<file path="config.mk">
export PLATFORM = sky130hd
export DESIGN_NAME = blake2_msg_framer
export DESIGN_NICKNAME = d
export VERILOG_FILES = /design/src/rtl/blake2_msg_framer.sv
export SDC_FILE = /design/constraint.sdc
export NUM_CORES = 1
export LEC_CHECK = 0
export ABC_AREA = 1
export BUFFER_PORTS_ARGS = -buffer_cell sky130_fd_sc_hd__buf_2
export CORE_MARGIN = 2
export CORE_UTILIZATION = 57
export DETAILED_ROUTE_END_ITERATION = 8
export GPL_TIMING_DRIVEN = 0
export MAX_ROUTING_LAYER = met4
export PLACE_DENSITY = 0.81
export SLEW_MARGIN = 20
export SYNTH_ARGS = -nofsm -noshare
export SYNTH_HDL_FRONTEND = slang
export SYNTH_SLANG_ARGS = --single-unit
</file>
<file path="constraint.sdc">
create_clock -name clk -period 2.35 [get_ports clk]
set_input_delay 0.1175 -clock clk [delete_from_list [all_inputs] [get_ports clk]]
set_output_delay 0.1175 -clock clk [all_outputs]
set_load 0.1 [all_outputs]
</file>
<file path="src/rtl/blake2_msg_framer.sv">
// rtl/blake2_msg_framer.sv - slices a byte stream into zero-padded 64-byte blocks for the blake2 core
module blake2_msg_framer #(
  parameter int BB    = 128,
  parameter int IDX_W = 6
) (
  input  logic             clk,
  input  logic             nreset,
  input  logic             s_valid_i,
  output logic             s_ready_o,
  input  logic [7:0]       s_data_i,
  input  logic             s_last_i,
  input  logic             s_empty_i,
  input  logic             core_ready_i,
  input  logic             core_h_v_i,
  output logic             data_v_o,
  output logic [IDX_W-1:0] data_idx_o,
  output logic [7:0]       data_o,
  output logic             block_first_o,
  output logic             block_last_o,
  output logic [BB-1:0]    ll_o
);

  typedef enum logic [2:0] {IDLE, DATA, PAD, WAIT_RES, DRAIN} state_t;

  state_t           state;
  logic [IDX_W-1:0] idx_q;
  logic             first_q;
  logic [BB-1:0]    ll_q;

  logic in_stream;
  logic acc;
  logic empty_beat;
  logic idx_end;

  assign in_stream  = (state == IDLE) || (state == DATA);
  assign s_ready_o  = core_ready_i & in_stream;
  assign acc        = s_valid_i & s_ready_o;
  // s_empty_i only means something on the last beat; otherwise it is an ordinary byte
  assign empty_beat = s_last_i & s_empty_i;
  assign idx_end    = (idx_q == {IDX_W{1'b1}});

  always_comb begin
    data_v_o = 1'b0;
    data_o   = 8'h00;
    if (in_stream) begin
      data_v_o = acc & ~empty_beat;
      data_o   = data_v_o ? s_data_i : 8'h00;
    end else if (state == PAD) begin
      data_v_o = core_ready_i;
    end
  end

  assign data_idx_o    = idx_q;
  assign block_first_o = first_q | (state == IDLE);
  assign block_last_o  = (state == PAD) | (acc & s_last_i);
  assign ll_o          = ll_q;

  always_ff @(posedge clk) begin
    if (!nreset) begin
      state   <= IDLE;
      idx_q   <= '0;
      first_q <= 1'b0;
      ll_q    <= '0;
    end else begin
      if (data_v_o) idx_q <= idx_q + 1'b1;
      if (data_v_o && idx_end) first_q <= 1'b0;
      case (state)
        IDLE: begin
          if (acc) begin
            first_q <= 1'b1;
            ll_q    <= empty_beat ? '0 : BB'(1);
            state   <= s_last_i ? PAD : DATA;
          end
        end
        DATA: begin
          if (acc) begin
            if (!empty_beat) ll_q <= ll_q + 1'b1;
            // a final byte landing exactly on idx 63 needs no padding
            if (s_last_i) state <= (data_v_o && idx_end) ? WAIT_RES : PAD;
          end
        end
        PAD: begin
          if (data_v_o && idx_end) state <= WAIT_RES;
        end
        WAIT_RES: begin
          if (core_h_v_i) state <= DRAIN;
        end
        DRAIN: begin
          if (!core_h_v_i) begin
            state <= IDLE;
            idx_q <= '0;
          end
        end
        default: state <= IDLE;
      endcase
    end
  end

endmodule

</file>
==> metrics.txt <==
worst setup slack after placement -223.3 ps; critical path's most frequent cell nand2_1; WP data arrival 2760 ps; Die H 129.7 µm; sequential fraction of the synthesis area 0.3070; type of the worst setup path flop to flop; remaining global-route overflow 0; Final GP Congestion 1.048; clock tree from TritonCTS done; antenna violations before repair 0; Top-Level Pins 161; final count of negative-setup-slack endpoints 2; instance count of the mapped netlist 1579; final design area excluding fillers 11190 µm²; register cell area after layout 2805 µm²; synthesized area per cell 5.700 µm²; chain of cells forming the critical path nand2_1 > nor2_1 > nand2_1 > nor2_1 > nand2_1 > nor2_1 > nand2_1 > nand2_1 > nand4_1 > a21oi_1; dominant synthesized flop cell dfxtp_1; hold violation total from the final report 0; via count of the first global-routing pass 10050; most frequent cells in the layout nand2_1 (459), nor2_1 (375), inv_1 (167); maximum number of pins on one net before global-route repair 17; die width 129.7 µm; measured slew at the worst slew-check pin 723.2 ps; Post-DP HPWL 28720 µm; starting density of the core 0.5877; Detail Route Antenna Nets 0; Worst-Skew Late Latency 440 ps; kind of launch point of the worst setup path flop; drc violations 5; Post-synth EDFFs 0; fin worst setup slack -44.83 ps; netlist area before placement 9000 µm²; minimum clock period after layout 2395 ps; drt first-iter violations 1880; Post-Syn Nets 1596; maximum frequency from static timing analysis 417.6 MHz; ys async rst share 0; global router's overall resource usage 0.4533; part of the cycle the worst path needs 1.019; via count 11910; via count normalized by instance count 5.984; clock buffer depth 2; Core Box Area 15310 µm²; library cells used by synthesis 41; run status complete, but fails checks; Cell Pwr Density 822.2 nW/µm²; worst-case clock skew 6.810 ps; number of buffers created by CTS 17; slowest library cell on the worst path dfxtp_2; number of maximum-capacitance violations 0; headroom to the max-slew limit 0.5161; kind of capture point of the worst setup path flop; Fill cells 1296; average routed wire per standard cell 19.26 µm; most common cell after layout, fill and taps aside nand2_1; worst vdd ir 1828 µV; root buffer cell clkbuf_16; number of rows created at floorplan 45; global-route wire length before repair 55420 µm; DIE AREA 16810 µm²; highest signal layer in the routed design met4; total area of multi-input combinational cells 5729 µm²; number of flip-flops and latches in the synthesized netlist 138; Final Max Slew Viols 0; synthesis-to-layout area growth 24.38%; P_leak 4.518 nW; post-placement cell area 10190 µm²; H-tree depth 4; highest fanout seen on the critical path 7; met3 wire length 5113 µm; violated checks design-rule violations, negative setup slack; share of post-route cells with drive strength above 1 0.1849; DRT Pass-1 Iters 9; unrepaired setup endpoints after global routing true; number of buffers inserted by port buffering 160; largest stage delay on the critical path 380 ps; TritonCTS sink count 138; Final nets 1785; routed wire length 38340 µm; count of yosys warnings during synthesis 0; worst path required time 2710 ps; sum of routed wire segments on met1 13960 µm; worst hold-check path type input pin to flop; Antenna Diode Count 0; met2 wire length 16750 µm; CTS clk-pin slew, worst paths 60 ps
-- cells in the mapped netlist, types with 2 or more instances --
cell | number | area (µm²)
o21a_1 | 6 | 45.04
and2_1 | 3 | 18.77
inv_1 | 170 | 638.1
nor3b_1 | 9 | 67.56
dfxtp_1 | 138 | 2763
o21bai_1 | 5 | 37.54
nor4_1 | 2 | 12.51
nand2_1 | 460 | 1727
nor2_2 | 12 | 75.07
ha_1 | 2 | 25.02
nand4_1 | 44 | 275.3
o21ai_1 | 12 | 60.06
a21oi_1 | 72 | 360.4
buf_2 | 13 | 65.06
o21ai_0 | 40 | 200.2
nand2_2 | 3 | 18.77
inv_2 | 5 | 18.77
nand3_1 | 94 | 470.5
and3_1 | 6 | 37.54
nor2_1 | 409 | 1535
nor3_2 | 4 | 40.04
nand3b_1 | 6 | 45.04
xor2_1 | 6 | 52.55
nor2_4 | 2 | 22.52
o21ai_4 | 2 | 32.53
buf_6 | 2 | 22.52
a31oi_1 | 7 | 43.79
nor3_1 | 30 | 150.1
buf_4 | 3 | 22.52
-- metal layers --
metal | GRT usage | vias up
met3 | 0.09909 | 222
met1 | 0.5581 | 5327
met4 | 0.2309 | 0
met2 | 0.6991 | 966
li1 | - | 5394
met5 | - | -
-- registers in the layout, summed over array words and instances, names as in the netlist --
signal      cells
state           3
ll_o          128
data_idx_o      6
first_q         1
-- worst max-delay path: cells and delay by family, from the launching register on --
family | cells | cell delay [ps]
and+or+nand+nor | 9 | 1740
DFF | 1 | 380
AOI/OAI and AO/OA | 1 | 190
-- cell families after synthesis --
family | after synthesis | synth area share
AO/OA/AOI/OAI | 149 | 0.09120
XOR/XNOR | 6 | 0.005839
adder cells (fa/ha/maj) | 2 | 0.002780
buffers and inverters | 195 | 0.08605
flip-flops | 138 | 0.3070
AND/OR/NAND/NOR | 1089 | 0.5072
-- report_power, final --
group	internal, mW	switching, mW
sequential	2.41	0.0789
clock	2.00	1.12
combinational	0.766	2.82
total	5.18	4.02
-- path summary, 6_finish.rpt --
kind                            startpoint         to  slack [ps]  cells after the start
worst min register to register    ll_o[67]   ll_o[67]         450                      1
worst max-delay path              ll_o[39]  ll_o[102]         -40                     10
worst min-delay path             s_empty_i    ll_o[0]         130                      4
worst max register to register    ll_o[39]  ll_o[102]         -40                     10
-- cell type report --
cell class                      count  share of cell area
Buffer                             19             0.01241
Timing Repair Buffer              170             0.08327
Clock buffer                       18             0.03923
Sequential cell                   138              0.2506
Multi-Input combinational cell   1246              0.5118
Clock inverter                     12             0.01989
Inverter                          176             0.05924
Tap cell                          211             0.02358
-- per-stage QoR --
| stage | hold slack, ps | power (mW) | TNS (ps) | instances | util |
|---|---|---|---|---|---|
| 6_report | 134.1 | 9.204 | -74.15 | 1990 | 0.7310 |
| 4_1_cts | 147.5 | 8.881 | 0 | 1982 | 0.7140 |
| 2_1_floorplan | 252.3 | 4.871 | 0 | 1579 | - |
| 5_1_grt | 147.9 | 9.373 | -961.6 | 1990 | 0.7310 |
| 3_5_place_dp | 418.2 | 5.785 | -699.9 | 1950 | 0.6655 |
| 3_3_place_gp | 397.3 | 5.711 | -1049 | 1950 | 0.6652 |
-- timing repair --
action                                  in CTS  in global routing
hold endpoints to repair                     2                  0
endpoints found under the setup margin      20                104
resized for setup                           20                 52
pin swaps                                    0                  7
buffers inserted                             0                  8
hold buffers                                 2                  0
(Power assumes the default switching activity.)
